### src/rtl/idp_dec_arb.sv
// idp_dec_arb: round-robin arbiter feeding NLANE codeword lanes
// into one shared combinational FNS decoder, one word in flight.
module idp_dec_arb #(
  parameter int NLANE = 4,
  parameter int CW    = 37,
  parameter int DW    = 26
) (
  input  logic                       clk,
  input  logic                       rst,
  input  logic [NLANE-1:0]           in_valid,
  input  logic [NLANE*CW-1:0]        in_code,
  output logic [NLANE-1:0]           in_ready,
  output logic [CW-1:0]              dec_codein,
  input  logic [DW-1:0]              dec_dataout,
  output logic                       out_valid,
  output logic [DW-1:0]              out_data,
  output logic [$clog2(NLANE)-1:0]   out_lane,
  input  logic                       out_ready,
  output logic                       busy
);

  localparam int LW = $clog2(NLANE);

  localparam logic [1:0] S_IDLE = 2'd0;
  localparam logic [1:0] S_DEC  = 2'd1;
  localparam logic [1:0] S_OUT  = 2'd2;

  logic [1:0]    state_q, state_d;
  logic [LW-1:0] rr_q, rr_d;
  logic [CW-1:0] cw_q, cw_d;
  logic [LW-1:0] lane_q, lane_d;
  logic          ov_q, ov_d;
  logic [DW-1:0] od_q, od_d;
  logic [LW-1:0] ol_q, ol_d;

  logic          gnt_found;
  logic [LW-1:0] gnt_idx;
  logic [LW:0]   scan;
  logic          accept;

  // First valid lane scanning upward from rr, wrapping at NLANE.
  always_comb begin
    gnt_found = 1'b0;
    gnt_idx   = '0;
    scan      = '0;
    for (int k = 0; k < NLANE; k++) begin
      scan = {1'b0, rr_q} + (LW+1)'(k);
      if (scan >= (LW+1)'(NLANE)) begin
        scan = scan - (LW+1)'(NLANE);
      end
      if (!gnt_found && in_valid[scan[LW-1:0]]) begin
        gnt_found = 1'b1;
        gnt_idx   = scan[LW-1:0];
      end
    end
  end

  assign accept = !rst && gnt_found &&
                  ((state_q == S_IDLE) ||
                   ((state_q == S_OUT) && out_ready));

  assign in_ready = accept ? (NLANE'(1) << gnt_idx) : '0;

  // Next-state: decode one cycle, then hold the result until taken.
  always_comb begin
    state_d = state_q;
    rr_d    = rr_q;
    cw_d    = cw_q;
    lane_d  = lane_q;
    ov_d    = ov_q;
    od_d    = od_q;
    ol_d    = ol_q;
    case (state_q)
      S_IDLE: ;
      S_DEC: begin
        od_d    = dec_dataout;
        ol_d    = lane_q;
        ov_d    = 1'b1;
        state_d = S_OUT;
      end
      S_OUT: begin
        if (out_ready) begin
          ov_d    = 1'b0;
          state_d = S_IDLE;
        end
      end
      default: state_d = S_IDLE;
    endcase
    if (accept) begin
      cw_d    = in_code[gnt_idx*CW +: CW];
      lane_d  = gnt_idx;
      rr_d    = (gnt_idx == LW'(NLANE-1)) ? '0 : gnt_idx + 1'b1;
      state_d = S_DEC;
    end
  end

  // State registers; reset drops any word in flight.
  always_ff @(posedge clk) begin
    if (rst) begin
      state_q <= S_IDLE;
      rr_q    <= '0;
      cw_q    <= '0;
      lane_q  <= '0;
      ov_q    <= 1'b0;
      od_q    <= '0;
      ol_q    <= '0;
    end else begin
      state_q <= state_d;
      rr_q    <= rr_d;
      cw_q    <= cw_d;
      lane_q  <= lane_d;
      ov_q    <= ov_d;
      od_q    <= od_d;
      ol_q    <= ol_d;
    end
  end

  assign dec_codein = cw_q;
  assign out_valid  = ov_q;
  assign out_data   = od_q;
  assign out_lane   = ol_q;
  assign busy       = (state_q != S_IDLE);

endmodule

### config.mk
export PLATFORM = sky130hd
export DESIGN_NAME = idp_dec_arb
export DESIGN_NICKNAME = d
export VERILOG_FILES = /design/src/rtl/idp_dec_arb.sv
export SDC_FILE = /design/constraint.sdc
export NUM_CORES = 1
export LEC_CHECK = 0
export ABC_AREA = 1
export CORE_MARGIN = 10
export CORE_UTILIZATION = 37
export DETAILED_ROUTE_END_ITERATION = 10
export GPL_TIMING_DRIVEN = 0
export PLACE_DENSITY = 0.9
export SLEW_MARGIN = 5
export SYNTH_ARGS = -nofsm -noshare
export SYNTH_HDL_FRONTEND = slang
export SYNTH_SLANG_ARGS = --single-unit
### constraint.sdc
create_clock -name clk -period 3.6 [get_ports clk]
set_clock_uncertainty 0.1 [all_clocks]
set_input_delay 1.08 -clock clk [delete_from_list [all_inputs] [get_ports clk]]
set_output_delay 1.08 -clock clk [all_outputs]
set_load 0.02 [all_outputs]
==> metrics.md, run 1 <==
| Metric | Value |
|---|---|
| Clock power share | `9.6%` |
| Hold Path Class | `reg2reg` |
| Crit share post-route | `100.5%` |
| Clk Latency, worst-skew pair | `340 ps` |
| Clock tree root buffer cell | `sky130_fd_sc_hd__clkbuf_8` |
| Flip-flop and latch area | `1441 sq um` |
| Status | `finished with violations` |
| CTS hold repair buffers | `0` |
| Arr. time, crit path | `2440 ps` |
| Power per Cell Area | `890.6 nW/um^2` |
| All-layer global routing usage | `22.97%` |
| Placed wire-length estimate after detailed placement | `14430 um` |
| Global placer's final weighted congestion | `0.8699` |
| Nets@finish | `1143` |
| Average size of a mapped cell | `5.976 sq um` |
| Average routed wire per standard cell | `16.93 um` |
| Number of hold violations in the final report | `0` |
| Transition time of the tightest slew-check pin | `532.0 ps` |
| Fraction of synthesis flops using an asynchronous set or reset pin | `0%` |
| Crit path max-delay cell type | `sky130_fd_sc_hd__nor2_4` |
| Register share of total power | `19.2%` |
| Number of max-slew violations in the final report | `0` |
| Design Power | `6576 uW` |
| Worst slew slack as a fraction of its limit | `64.53%` |
| Sw frac | `49.10%` |
| Register bit total from synthesis | `72` |
| CP most frequent cell | `sky130_fd_sc_hd__nand2_4` |
| Worst Path Max Fanout | `4` |
| Worst path cell trace | `buf_8, inv_4, nand2_4, nand3_4, nand2_4, nor2_4, nand3_2, nand2_4, buf_8, ha_4, inv_2, nor2_4, buf_6` |
| Switching component of the power | `3229 uW` |
| Clock buffer count from CTS | `9` |
| Cell taking the most area after synthesis | `sky130_fd_sc_hd__dfxtp_1` |
| Required time worst endpoint | `2420 ps` |
| Horizontal die dimension | `124.3 um` |
| Floorplan Core Area | `10750 sq um` |
| Crit path capture type | `output port` |
| Layout overhead on the synthesized area | `83.32%` |
| Violated checks | `negative setup slack` |
| Setup total negative slack | `-34.44 ps` |
| Minimum setup slack among reg-to-reg paths | `970 ps` |
| Effective utilization at floorplan | `37.48%` |
| Cell with the most instances after synthesis | `sky130_fd_sc_hd__nand2_1` |
| Area of the multi-input gates | `2475 sq um` |
| Largest net degree at the start of global routing | `16` |
| Fillers | `904` |
| Pint | `3347 uW` |
| Number of nets still failing antenna checks after routing | `0` |
| Number of synthesis warnings | `0` |
| Total of buffers placed on input and output ports | `251` |
| CTS HTree Levels | `3` |
| Number of buffer and inverter stages on the critical path | `5` |
| DR DRC count | `0` |
| Synth Cell Area | `4028 sq um` |
| FMAX | `0.2764 GHz` |
| Violation count after the first detailed-route iteration | `342` |
| Via-per-instance ratio | `4.825` |
| Worst Path Class, Setup | `in2out` |
| Source of the worst hold timing path | `dec_codein[31]` |
| Sequential fraction of the synthesis area | `35.79%` |
| Most common library cells after synthesis | `sky130_fd_sc_hd__nand2_1 (305), sky130_fd_sc_hd__nor2_1 (104), sky130_fd_sc_hd__nand3_1 (75)` |
| Initial antenna violation count | `0` |
| Max-capacitance violation count | `0` |
| CTS tree | `built` |
| Antenna cells | `0` |
| Number of distinct library cells after synthesis | `25` |
| Portion of synthesized cell area occupied by the leading cell type | `35.79%` |
| RSZ-0062 raised after global routing | `yes` |
| Most instantiated flip-flop cell in the synthesis netlist | `sky130_fd_sc_hd__dfxtp_1` |
| Proportion of power drawn by combinational gates | `71.3%` |
| Leak pwr | `0.003399 uW` |
| Final setup violation count | `2` |
| Vias in the first global route | `5304` |
| Number of synthesized flops with an enable pin | `0` |
| Sum of overflow across all layers after global routing | `0` |
| Syn_nets | `859` |
| Clk sink count | `72` |
| Final worst slack | `-17.37 ps` |
| Peak supply drop | `0.4381 mV` |
| Crit path launch type | `input port` |
| Vertical die dimension | `124.3 um` |
| Drt pass-1 iters | `7` |
| Top cells by area in the synthesized netlist | `sky130_fd_sc_hd__dfxtp_1 (36%), sky130_fd_sc_hd__nand2_1 (28%), sky130_fd_sc_hd__nor2_1 (9.7%), sky130_fd_sc_hd__nand3_1 (9.3%), sky130_fd_sc_hd__o21ai_0 (4.1%)` |
| Number of rows created at floorplan | `38` |
| Gate family responsible for the most delay along the worst path | `simple AND/OR/NAND/NOR gates` |
| Final min period | `3617 ps` |
| Cells after Synth | `674` |
| Final routed wirelength across all metal layers | `18680 um` |
| Max stage delay on crit path | `190 ps` |
| Number of top-level pins | `252` |
| Fraction of final layout cells sized beyond drive strength 1 | `13.40%` |
| Register clock-pin slew on the reported worst setup and hold paths | `90 ps` |
| Worst setup startpoint | `in_valid[3]` |
| Die ar. | `15460 sq um` |
| Worst R2R Start | `rr_q[1]` |
| Maximum buffer depth of the clock tree | `2` |
| First-pass GRT wire length | `28860 um` |
| Via count | `5322` |
## final timing paths
check,endpoint,cells past startpoint
setup / recovery,in_ready[0],13
hold reg to reg,dec_codein[31],2
setup reg to reg,dec_codein[18],17
hold / removal,dec_codein[31],2
## power groups by stage
stage | clock [uW] | combinational, uW | sequential [uW]
6_report | 629 | 4690 | 1260
5_1_grt | 678 | 5120 | 1290
4_1_cts | 647 | 4580 | 1260
3_5_place_dp | 0 | 3990 | 1270
3_3_place_gp | 0 | 3930 | 1260
2_1_floorplan | 0 | 2110 | 1590
## registers in the layout (all words and copies together) (netlist names)
signal	cells
out_valid	1
dec_codein	37
rr_q	2
state_q	2
out_lane	2
out_data	26
lane_q	2
## placed cells by master (no fill, tap or decap), drive strengths merged
cell / instances
o22ai: 1
buf: 56
a31oi: 1
bufbuf: 1
inv: 28
or2: 1
nand2: 309
a211oi: 1
clkinvlp: 2
ha: 4
a21oi: 1
clkdlybuf4s50: 243
nand4: 4
clkbuf: 20
clkinv: 2
dfxtp: 72
nor2: 106
nand3: 78
o21ai: 33
## metrics by stage
step                hold WS [ps]  area (sq um)  worst slack, ps  std cells  util (%)
floorplan                  328.9          4048           -47.57        674         -
global placement           336.6          6735            -1288       1065     62.68
detailed placement         342.0          6735            -1322       1065     62.68
CTS                        358.0          7264            1.082       1098     67.61
global route               363.4          7383           -99.36       1103     68.71
finish                     354.6          7383           -17.37       1103     68.71
## cell type report
cell class	instances	share of cell area [%]
tap	140	2.372
sequential	72	19.52
timing repair buffer	277	37.37
inverter	25	1.644
clock inverter	7	0.8304
buffer	34	3.067
clock buffer	9	1.678
multi-input combinational	539	33.52
## cells by family after synthesis
| kind of cell | synth area share [%] |
|---|---|
| DFF | 35.79 |
| AOI/OAI and AO/OA | 4.722 |
| buffers and inverters | 7.859 |
| adders and majority gates | 1.243 |
| and+or+nand+nor | 50.39 |
## worst register-to-register path: stages, from the launching register on
cell,delay [ps]
sky130_fd_sc_hd__dfxtp_1,460
sky130_fd_sc_hd__inv_1,180
sky130_fd_sc_hd__nand2_1,110
sky130_fd_sc_hd__nand2_2,80
sky130_fd_sc_hd__nand2_1,100
sky130_fd_sc_hd__nand2_2,70
sky130_fd_sc_hd__nor2_4,170
sky130_fd_sc_hd__nand3_2,90
sky130_fd_sc_hd__nand3_2,90
sky130_fd_sc_hd__nand2_4,90
sky130_fd_sc_hd__buf_4,150
sky130_fd_sc_hd__buf_4,130
sky130_fd_sc_hd__buf_4,150
sky130_fd_sc_hd__nor2_2,140
sky130_fd_sc_hd__buf_4,210
sky130_fd_sc_hd__nand3_1,90
sky130_fd_sc_hd__nand2_1,70
sky130_fd_sc_hd__nor2_1,40
## repair_timing
item                                    in CTS  in global routing
endpoints found under the setup margin       4                  4
cloned                                       1                  0
buffers inserted                            20                  5
resized for setup                           94                 20
pin swaps                                   22                 11
## per-layer routing
metal | track usage (%) | part of all wire (%) | vias to the layer above
met4 | 5.415 | 1.6 | 0
met3 | 8.766 | 10 | 20
met1 | 27.00 | 41 | 2371
met5 | 0 | 0 | -
li1 | - | - | 2678
met2 | 38.49 | 47 | 253
Power figures use the tool's default switching activity.
==> run 2: changes to the inputs <==
--- a/config.mk
+++ b/config.mk
@@ -6,7 +6,8 @@
 export NUM_CORES = 1
 export LEC_CHECK = 0
 export ABC_AREA = 1
-export CORE_MARGIN = 10
+export CORE_ASPECT_RATIO = 0.8
+export CORE_MARGIN = 4
 export CORE_UTILIZATION = 37
 export DETAILED_ROUTE_END_ITERATION = 10
 export GPL_TIMING_DRIVEN = 0
==> run 2 against run 1 <==
  * Largest power group unchanged
  * Critical path depth grew 2
  * The run still ends with negative setup slack left
  * Clock power grew 38%
  * Critical path type unchanged
  * Sequential share of layout area shrank 0.21 points
  * Via count shrank 0.88%
  * Final area grew 1.1%
  * Fmax shrank 0.40%
  * Sequential power is essentially flat
  * First-iteration DRC count shrank 12%
  * Non-clock buffer count shrank 4
  * Register-to-register slack gained 50 ps
  * Total power grew 2.7%
  * Count of clock-buffer cells in the layout is the same
==> metrics.md, run 2 (synthesis gave the netlist of run 1 again) <==
| Metric | Value |
|---|---|
| Initial antenna violation count | `0` |
| Crit path max-delay cell type | `sky130_fd_sc_hd__buf_12` |
| Number of hold violations in the final report | `0` |
| Violation count after the first detailed-route iteration | `301` |
| Max-capacitance violation count | `0` |
| Status | `finished with violations` |
| DR DRC count | `0` |
| Vias in the first global route | `5070` |
| Register clock-pin slew on the reported worst setup and hold paths | `70 ps` |
| Power per Cell Area | `904.9 nW/um^2` |
| Transition time of the tightest slew-check pin | `542.0 ps` |
| Hold Path Class | `reg2reg` |
| Final instance area | `7463 sq um` |
| CTS hold repair buffers | `0` |
| Switching component of the power | `3247 uW` |
| Effective utilization at floorplan | `38.56%` |
| Sw frac | `48.08%` |
| All-layer global routing usage | `26.02%` |
| Horizontal die dimension | `124.7 um` |
| Total of buffers placed on input and output ports | `251` |
| Final worst slack | `-32.07 ps` |
| Register share of total power | `18.7%` |
| Number of max-slew violations in the final report | `0` |
| Placed wire-length estimate after detailed placement | `13110 um` |
| Via count | `5275` |
| Final setup violation count | `3` |
| Non-filler instance count after layout | `1099` |
| Area of the multi-input gates | `2475 sq um` |
| CTS HTree Levels | `3` |
| Clk Latency, worst-skew pair | `330 ps` |
| Max stage delay on crit path | `170 ps` |
| Die ar. | `12630 sq um` |
| Worst slew slack as a fraction of its limit | `63.87%` |
| Number of nets still failing antenna checks after routing | `0` |
| Leak pwr | `0.003436 uW` |
| Floorplan Core Area | `10450 sq um` |
| Drt pass-1 iters | `5` |
| Antenna cells | `0` |
| Maximum buffer depth of the clock tree | `2` |
| Worst Path Max Fanout | `4` |
| Crit path launch type | `input port` |
| Number of top-level pins | `252` |
| Most frequent standard cell in the layout excluding fill and tap cells | `sky130_fd_sc_hd__nand2_1` |
| Clock tree root buffer cell | `sky130_fd_sc_hd__clkbuf_16` |
| CP most frequent cell | `sky130_fd_sc_hd__nand2_2` |
| Clock power share | `12.9%` |
| Worst path cell trace | `buf_6, inv_4, nand2_1, nand2_2, nand2_1, nand2_1, nand2_2, nand2_2, nand2_2, nand3_4, buf_12, ha_4, inv_2, nor2_4, buf_6` |
| Fraction of final layout cells sized beyond drive strength 1 | `12.83%` |
| Largest net degree at the start of global routing | `20` |
| Peak supply drop | `0.3806 mV` |
| Pint | `3506 uW` |
| Placed Cells | `1065` |
| Design Power | `6753 uW` |
| Max reg flops | `37` |
| Number of rows created at floorplan | `33` |
| Layout overhead on the synthesized area | `85.31%` |
| First-pass GRT wire length | `26000 um` |
| Proportion of power drawn by combinational gates | `68.4%` |
| CTS tree | `built` |
| Area after DPL | `6735 sq um` |
| Nets@finish | `1139` |
| Crit path capture type | `output port` |
| Global placer's final weighted congestion | `0.8572` |
| Vertical die dimension | `101.3 um` |
| Highest-count cells in the layout ignoring fill and taps | `sky130_fd_sc_hd__nand2_1 (291), sky130_fd_sc_hd__clkdlybuf4s50_1 (242), sky130_fd_sc_hd__nor2_1 (99), sky130_fd_sc_hd__dfxtp_1 (72), sky130_fd_sc_hd__nand3_1 (69)` |
| Setup total negative slack | `-68.52 ps` |
| RSZ-0062 raised after global routing | `yes` |
| Final min period | `3632 ps` |
| Fillers | `879` |
| Violated checks | `negative setup slack` |
| Clk sink count | `72` |
| Worst Path Class, Setup | `in2out` |
| Clock buffer count from CTS | `9` |
| Average routed wire per standard cell | `15.88 um` |
| FMAX | `0.2753 GHz` |
| Final routed wirelength across all metal layers | `17450 um` |
| Via-per-instance ratio | `4.800` |
| Required time worst endpoint | `2420 ps` |
| Crit share post-route | `100.9%` |
| Flip-flop and latch area | `1441 sq um` |
| Arr. time, crit path | `2450 ps` |
| Sum of overflow across all layers after global routing | `0` |
## run 2: what timing repair did
| action | CTS | global route |
|---|---|---|
| setup endpoints to repair | 4 | 4 |
| gates resized for setup | 94 | 25 |
| pin swaps | 21 | 15 |
| endpoints found under the hold margin | 0 | 0 |
| gates cloned | 1 | 1 |
| buffers inserted | 15 | 5 |
## run 2: stage by stage
step / utilization, % / setup slack (ps) / hold WS (ps)
2_1_floorplan: - / -47.57 / 328.9
3_3_place_gp: 64.47 / -1270 / 337.3
3_5_place_dp: 64.47 / -1342 / 339.9
4_1_cts: 70.03 / -11.52 / 357.9
5_1_grt: 71.45 / -128.7 / 367.5
6_report: 71.45 / -32.07 / 354.7
## run 2: final cells by class
| type | instances | share of cell area, % |
|---|---|---|
| clock buffer | 9 | 3.018 |
| tap | 140 | 2.347 |
| inverter | 25 | 1.660 |
| timing repair buffer | 273 | 36.66 |
| multi-input combinational | 539 | 33.16 |
| sequential | 72 | 19.31 |
| buffer | 34 | 3.034 |
| clock inverter | 7 | 0.8047 |
## run 2: path summary, 6_finish.rpt
check	from	endpoint	slack (ps)	cells past startpoint
hold reg to reg	dec_codein[31]	dec_codein[31]	350	2
hold / removal	dec_codein[31]	dec_codein[31]	350	2
setup reg to reg	rr_q[1]	dec_codein[13]	1020	15
setup / recovery	in_valid[2]	in_ready[2]	-30	15
## run 2: power by group through the flow
stage               sequential (uW)  combinational [uW]  clock, uW
floorplan                      1590                2110          0
global placement               1260                3900          0
detailed placement             1270                3960          0
CTS                            1260                4480        886
global route                   1300                5030        921
finish                         1270                4620        868
## run 2: layer usage
| layer | routed length, um | global-route usage, % | vias to the layer above | share of wire (%) |
|---|---|---|---|---|
| li1 | - | - | 2673 | - |
| met1 | 6837 | 29.89 | 2326 | 39 |
| met2 | 8504 | 45.97 | 248 | 49 |
| met3 | 1716 | 9.383 | 28 | 9.8 |
| met4 | 394 | 7.919 | 0 | 2.3 |
| met5 | 0 | 0 | - | 0 |
## run 2: critical path, delay by kind of cell
| kind | cells | cell delay, ps |
|---|---|---|
| adders and majority gates | 1 | 150 |
| buffers and inverters | 5 | 460 |
| and+or+nand+nor | 9 | 750 |
